**src/rtl/tdm_demux.sv**
```systemverilog
// Serial TDM frame demultiplexer: hunts for frame_sync, assembles 8 slots into dout.
// Optional even-parity slot 8 enabled by defining TDM_DEMUX_PARITY_EN.
module tdm_demux (
  input  logic       clk,
  input  logic       rst_n,
  input  logic       din,
  input  logic       din_valid,
  input  logic       frame_sync,
  output logic [7:0] dout,
  output logic       dout_valid,
  output logic [3:0] sel,
  output logic       locked,
  output logic       sync_err,
  output logic       parity_err
);

  typedef enum logic {HUNT = 1'b0, LOCKED = 1'b1} state_t;

`ifdef TDM_DEMUX_PARITY_EN
  localparam logic [3:0] LAST_SLOT = 4'd8;
`else
  localparam logic [3:0] LAST_SLOT = 4'd7;
`endif

  state_t     state_q, state_d;
  logic [3:0] sel_q, sel_d;
  logic [7:0] shadow_q, shadow_d;
  logic [7:0] dout_q, dout_d;
  logic       dout_valid_q, dout_valid_d;
  logic       sync_err_q, sync_err_d;
  logic       parity_err_q, parity_err_d;

  always_comb begin
    state_d      = state_q;
    sel_d        = sel_q;
    shadow_d     = shadow_q;
    dout_d       = dout_q;
    dout_valid_d = 1'b0;
    sync_err_d   = 1'b0;
    parity_err_d = 1'b0;

    if (din_valid) begin
      case (state_q)
        HUNT: begin
          if (frame_sync) begin
            shadow_d = {7'b0, din};
            sel_d    = 4'd1;
            state_d  = LOCKED;
          end
        end
        LOCKED: begin
          if (sel_q == '0) begin
            if (frame_sync) begin
              shadow_d = {7'b0, din};
              sel_d    = 4'd1;
            end else begin
              sync_err_d = 1'b1;
              state_d    = HUNT;
            end
          end else if (frame_sync) begin
            // Early sync restarts the frame in place; the bit becomes slot 0.
            sync_err_d = 1'b1;
            shadow_d   = {7'b0, din};
            sel_d      = 4'd1;
          end else if (sel_q == LAST_SLOT) begin
            sel_d = '0;
`ifdef TDM_DEMUX_PARITY_EN
            if (^{din, shadow_q} == 1'b0) begin
              dout_d       = shadow_q;
              dout_valid_d = 1'b1;
            end else begin
              parity_err_d = 1'b1;
            end
`else
            dout_d       = {din, shadow_q[6:0]};
            dout_valid_d = 1'b1;
`endif
          end else begin
            shadow_d[sel_q[2:0]] = din;
            sel_d                = sel_q + 4'd1;
          end
        end
        default: begin
          state_d = HUNT;
          sel_d   = '0;
        end
      endcase
    end
  end

  always_ff @(posedge clk or negedge rst_n) begin
    if (!rst_n) begin
      state_q      <= HUNT;
      sel_q        <= '0;
      shadow_q     <= '0;
      dout_q       <= '0;
      dout_valid_q <= 1'b0;
      sync_err_q   <= 1'b0;
      parity_err_q <= 1'b0;
    end else begin
      state_q      <= state_d;
      sel_q        <= sel_d;
      shadow_q     <= shadow_d;
      dout_q       <= dout_d;
      dout_valid_q <= dout_valid_d;
      sync_err_q   <= sync_err_d;
      parity_err_q <= parity_err_d;
    end
  end

  assign dout       = dout_q;
  assign dout_valid = dout_valid_q;
  assign sel        = sel_q;
  assign locked     = (state_q == LOCKED);
  assign sync_err   = sync_err_q;
  assign parity_err = parity_err_q;

endmodule

```
**config.mk**
```make
export PLATFORM = sky130hd
export DESIGN_NAME = tdm_demux
export DESIGN_NICKNAME = d
export VERILOG_FILES = /design/src/rtl/tdm_demux.sv
export SDC_FILE = /design/constraint.sdc
export NUM_CORES = 1
export LEC_CHECK = 0
export ABC_AREA = 1
export CAP_MARGIN = 20
export CORE_MARGIN = 2
export CORE_UTILIZATION = 53
export DETAILED_ROUTE_END_ITERATION = 7
export HOLD_SLACK_MARGIN = 0.1
export PLACE_DENSITY_LB_ADDON = 0.05
export REMOVE_ABC_BUFFERS = 1
export SETUP_SLACK_MARGIN = 0.02
export SYNTH_ARGS = -nofsm -noshare
export SYNTH_HDL_FRONTEND = slang
export SYNTH_SLANG_ARGS = --single-unit
```
**constraint.sdc**
```tcl
create_clock -name clk -period 2.6 [get_ports clk]
set_clock_uncertainty 0.15 [all_clocks]
set_input_delay 0.78 -clock clk [delete_from_list [all_inputs] [get_ports clk]]
set_output_delay 0.78 -clock clk [all_outputs]
set_load 0.02 [all_outputs]
```
==> results of run 1 <==
-- worst reg2reg max path, cell delays in order, from the launching register on --
cell and delay (ns):
dfrtp_1 0.57, inv_1 0.15, ha_1 0.24, nand2_4 0.11, ha_1 0.22, nand2_1 0.09, inv_1 0.17, nand2_1 0.07
nand3_1 0.10, nor2_1 0.05, nand2_1 0.06, nand2_1 0.05
-- state kept, by name, summed over array words and instances, names as in the netlist --
register,flops
dout,8
sel,4
dout_valid,1
sync_err,1
locked,1
shadow_q,7
-- cells in the mapped netlist (all sizes together) --
master  count  share of area
buf         8          0.046
a21oi       5          0.021
inv        23          0.063
o31ai       1         0.0055
o211ai      1         0.0055
ha          4          0.037
dfrtp      22           0.40
conb        1         0.0028
nand4       2         0.0092
nand2      54           0.17
nand3      19          0.083
o21ai      17          0.084
nor3        1         0.0037
nor2       24          0.070
-- layout make-up --
type | instances | area (um2) | share of cell area
clock buffer | 3 | 22.5 | 0.0142
multi-input combinational | 129 | 663 | 0.418
inverter | 23 | 86.3 | 0.0544
sequential | 22 | 551 | 0.347
timing repair buffer | 24 | 228 | 0.143
tap | 30 | 37.5 | 0.0236
-- power breakdown --
group / switching (mW) / internal, mW / leakage (nW)
clock: 0.0950 / 0.0540 / 0.0138
sequential: 0.0745 / 0.414 / 0.290
combinational: 0.431 / 0.268 / 0.497
total: 0.600 / 0.736 / 0.800
-- cell families after synthesis --
kind of cell               after synthesis  share of synthesized area
other                                    1                    0.00275
buffers and inverters                   31                      0.109
AOI/OAI and AO/OA                       24                      0.117
DFF                                     22                      0.404
and+or+nand+nor                        100                      0.331
adders and majority gates                4                     0.0367
-- stage by stage --
stage / instance area [um2] / utilization / std cells
after global routing: 1590 / 0.647 / 231
after detailed placement: 1570 / 0.638 / 228
after CTS: 1590 / 0.647 / 231
final: 1590 / 0.647 / 231
after floorplan: 1300 / - / 174
after global placement: 1570 / 0.638 / 228
-- layer usage --
metal	wire length, um	vias up
li1	-	608
met1	1330	526
met2	1270	23
met3	97	2
met4	15	0
met5	0	-
-- path summary, 6_finish.rpt --
check,cells past startpoint,endpoint,slack [ns],from
worst min-delay path,2,dout[0],0.34,dout[0]
worst max register to register,11,shadow_q[3],0.48,sel[1]
min in group asynchronous,2,dout[7],0.67,rst_n
worst min register to register,2,dout[0],0.34,dout[0]
max in group asynchronous,2,sel[2],1.41,rst_n
worst max-delay path,1,sel[1],0.13,sel[1]
==> flow_metrics.tcl, run 1 <==
set metrics [dict create \
    synth.distinct_cells 26 \
    status "completed" \
    cts_setup_buffers 0 \
    cp_slowest_cell "clkdlybuf4s50_1" \
    drt_iter0_drc 34 \
    final_cell_mix "nand2_1 (49), inv_1 (22), nor2_1 (22), dfrtp_1 (22), clkdlybuf4s50_1 (19)" \
    ys_warn_count 0 \
    layout_commonest_cell "nand2_1" \
    met1_usage 0.287 \
    antenna_found_initial 0 \
    rsz0062_at_grt "no" \
    clock_path_buffers 2 \
    port_buffers 19 \
    wl_mm 2.71 \
    path_clk_slew_ns 0.11 \
    ys_seq_area_frac 0.404 \
    hold_viol_final 0 \
    cp_max_fo 10 \
    path_cells "clkdlybuf4s50_1" \
    setup-tns-final_ns 0 \
    grt_pass1_wl_mm 4.54 \
    cts_tree "done" \
    cap_violations 0 \
    initial_core_util 0.555 \
    cts.repair.resized 0 \
    drive_gt1_frac 0.134 \
    netlist_area_um2 1360 \
    cp-start-kind "flop" \
    overflow 0 \
    grtUsageMet2 0.349 \
    syn_to_final_growth_pct 16.5 \
    finalPower_mw 1.34 \
    firstDrtPassIters 4 \
    htree_levels 1 \
    vias 1159 \
    worstPathRequired_ns 1.67 \
    arrival_ns 1.54 \
    viasPerCell 5.02 \
    die_width_um 54.7 \
    worst_hold_path_type "flop to flop" \
    cts_hold_buf 0 \
    post-dp-hpwl_mm 1.99 \
    layout_min_cycle_time_ns 2.47 \
    layout.nets 212 \
    drc 0 \
    slew_viol_final 0 \
    io_pins 21 \
    setup.worst_path.end_class "output port" \
    synthCells 182 \
    ys_ff_latch 22 \
    wire_per_inst_um 11.7 \
    die_area_um2 2990 \
    p_per_area_nw_per_um2 842 \
    gp_congestion 0.874 \
    coreArea_um2 2450 \
    vdd_drop_max_mv 0.668 \
    synth.avg_cell_area_um2 7.49 \
    crit_family "buffers and inverters" \
    ctsRootBufferMaster "clkbuf_4" \
    setup_slack_ns 0.126 \
    die_h_um 54.7 \
    layout.filler_cells 222 \
    critPathMaxStageDelay_ns 0.68 \
    post-place-ws_ns 0.141 \
    clock-sinks 22 \
    p_leak_nw 0.800 \
    diodes 0 \
    busiest_layer "met2" \
    cts_made_buffers 3 \
    fp-row-count 18 \
    timing.fmax_ghz 0.404 \
    final_antenna_net_count 0 \
    critPathBufInv 1 \
    hold_slack_ns 0.341 \
    worstSetupPathType "flop to output port" \
    finalSetupViolCount 0 \
    first_global_vias 1061 \
    gr-usage-all-layers 0.212 \
    grtUsageMet3 0.0273 \
    grt_max_degree 23 \
    clock_latency_ns 0.30 \
    finalCritPeriodShare 0.951 \
]
Note: power is estimated with default switching activity, not from simulation.
==> inputs of run 2 (changes only) <==
--- a/config.mk
+++ b/config.mk
@@ -12,7 +12,6 @@
 export DETAILED_ROUTE_END_ITERATION = 7
 export HOLD_SLACK_MARGIN = 0.1
 export PLACE_DENSITY_LB_ADDON = 0.05
-export REMOVE_ABC_BUFFERS = 1
 export SETUP_SLACK_MARGIN = 0.02
 export SYNTH_ARGS = -nofsm -noshare
 export SYNTH_HDL_FRONTEND = slang
==> flow_metrics.tcl, run 2 (synthesis gave the netlist of run 1 again) <==
set metrics [dict create \
    firstDrtPassIters 6 \
    initial_core_util 0.555 \
    first_global_vias 1068 \
    p_comb_frac 0.491 \
    post-dp-hpwl_mm 2.10 \
    cts_hold_buf 0 \
    wl_mm 2.81 \
    crit_family "buffers and inverters" \
    switching_power_mw 0.606 \
    timing.fmax_ghz 0.405 \
    worstPathRequired_ns 1.67 \
    grt_max_degree 23 \
    path_clk_slew_ns 0.12 \
    cp-start-kind "flop" \
    wire_per_inst_um 12.2 \
    slew_viol_final 0 \
    clock_latency_ns 0.30 \
    final_antenna_net_count 0 \
    dpl_cell_area_um2 1560 \
    fp-row-count 18 \
    finalCritPeriodShare 0.949 \
    layout.filler_cells 209 \
    antenna_found_initial 0 \
    cp_slowest_cell "clkdlybuf4s50_1" \
    post-place-ws_ns 0.151 \
    drive_gt1_frac 0.134 \
    overflow 0 \
    setup-tns-final_ns 0 \
    finalPower_mw 1.36 \
    critPathBufInv 1 \
    rsz0062_at_grt "no" \
    syn_to_final_growth_pct 17.0 \
    setup_slack_ns 0.134 \
    p_per_area_nw_per_um2 854 \
    p_seq_frac 0.369 \
    die_area_um2 2990 \
    cts_made_buffers 3 \
    arrival_ns 1.54 \
    die_h_um 54.7 \
    viasPerCell 5.21 \
    status "completed" \
    io_pins 21 \
    drt_iter0_drc 33 \
    cts_tree "done" \
    cts.repair.resized 0 \
    synth_fp_nets 191 \
    hold_viol_final 0 \
    layout_min_cycle_time_ns 2.47 \
    final_cell_mix "nand2_1 (49), inv_1 (22), nor2_1 (22), dfrtp_1 (22), clkdlybuf4s50_1 (19)" \
    worstSetupPathType "flop to output port" \
    layout.nets 211 \
    fin_area_um2 1590 \
    gp_congestion 0.872 \
    largest_register_ffs 8 \
    swShare 0.445 \
    vias 1203 \
    drc 0 \
    cp_max_fo 10 \
    clock-sinks 22 \
    p_leak_nw 0.803 \
    htree_levels 1 \
    coreArea_um2 2450 \
    grt_pass1_wl_mm 4.71 \
    ctsRootBufferMaster "clkbuf_4" \
    worst_hold_path_type "flop to flop" \
    path_cells "clkdlybuf4s50_1" \
    die_width_um 54.7 \
    finalSetupViolCount 0 \
    clock_path_buffers 2 \
    hold_slack_ns 0.345 \
    layout_commonest_cell "nand2_1" \
    multiInputGateArea_um2 663 \
    gr-usage-all-layers 0.221 \
    setup.worst_path.end_class "output port" \
    cts_setup_buffers 0 \
    vdd_drop_max_mv 0.629 \
    p_int_mw 0.756 \
    cap_violations 0 \
    diodes 0 \
    critPathMaxStageDelay_ns 0.68 \
    port_buffers 19 \
    power.clock.fraction 0.141 \
    seqCellArea_um2 551 \
]
## run 2: path summary, 6_finish.rpt
path                         start          end  slack [ns]  cells after the start
setup / recovery            sel[0]       sel[0]        0.13                      1
hold / removal             dout[0]      dout[0]        0.35                      2
setup reg to reg            sel[0]  shadow_q[5]        0.43                     11
hold reg to reg            dout[0]      dout[0]        0.35                      2
max in group asynchronous    rst_n       sel[1]        1.43                      2
min in group asynchronous    rst_n      dout[2]        0.65                      2
## run 2: cell type report
cell class,count,area share
clock buffer,4,0.0228
inverter,23,0.0542
multi-input combinational,129,0.416
sequential,22,0.345
tap,30,0.0235
timing repair buffer,23,0.138
## run 2: power by group through the flow
stage          Combinational, mW  Clock [mW]  Sequential, mW
6_report                   0.668       0.191           0.502
3_3_place_gp               0.658           0           0.504
3_5_place_dp               0.664           0           0.508
5_1_grt                    0.755       0.211           0.516
4_1_cts                    0.670       0.198           0.501
2_1_floorplan              0.459           0           0.537
## run 2: through the flow
stage	utilization	instances
floorplan	-	182
global placement	0.635	227
detailed placement	0.635	227
CTS	0.649	231
global route	0.649	231
finish	0.649	231
## run 2: routing by layer
metal,wire [um],up-vias,track usage
met4,27,0,0.0792
met3,167,4,0.0246
li1,-,610,-
met1,1290,545,0.304
met5,0,-,0
met2,1320,44,0.355
==> inputs of run 3 (changes only) <==
--- a/config.mk
+++ b/config.mk
@@ -9,6 +9,7 @@
 export CAP_MARGIN = 20
 export CORE_MARGIN = 2
 export CORE_UTILIZATION = 53
+export CTS_CLUSTER_SIZE = 24
 export DETAILED_ROUTE_END_ITERATION = 7
 export HOLD_SLACK_MARGIN = 0.1
 export PLACE_DENSITY_LB_ADDON = 0.05
==> results of run 3 <==
No change in the layout: final DEF, timing and power equal those of run 2.
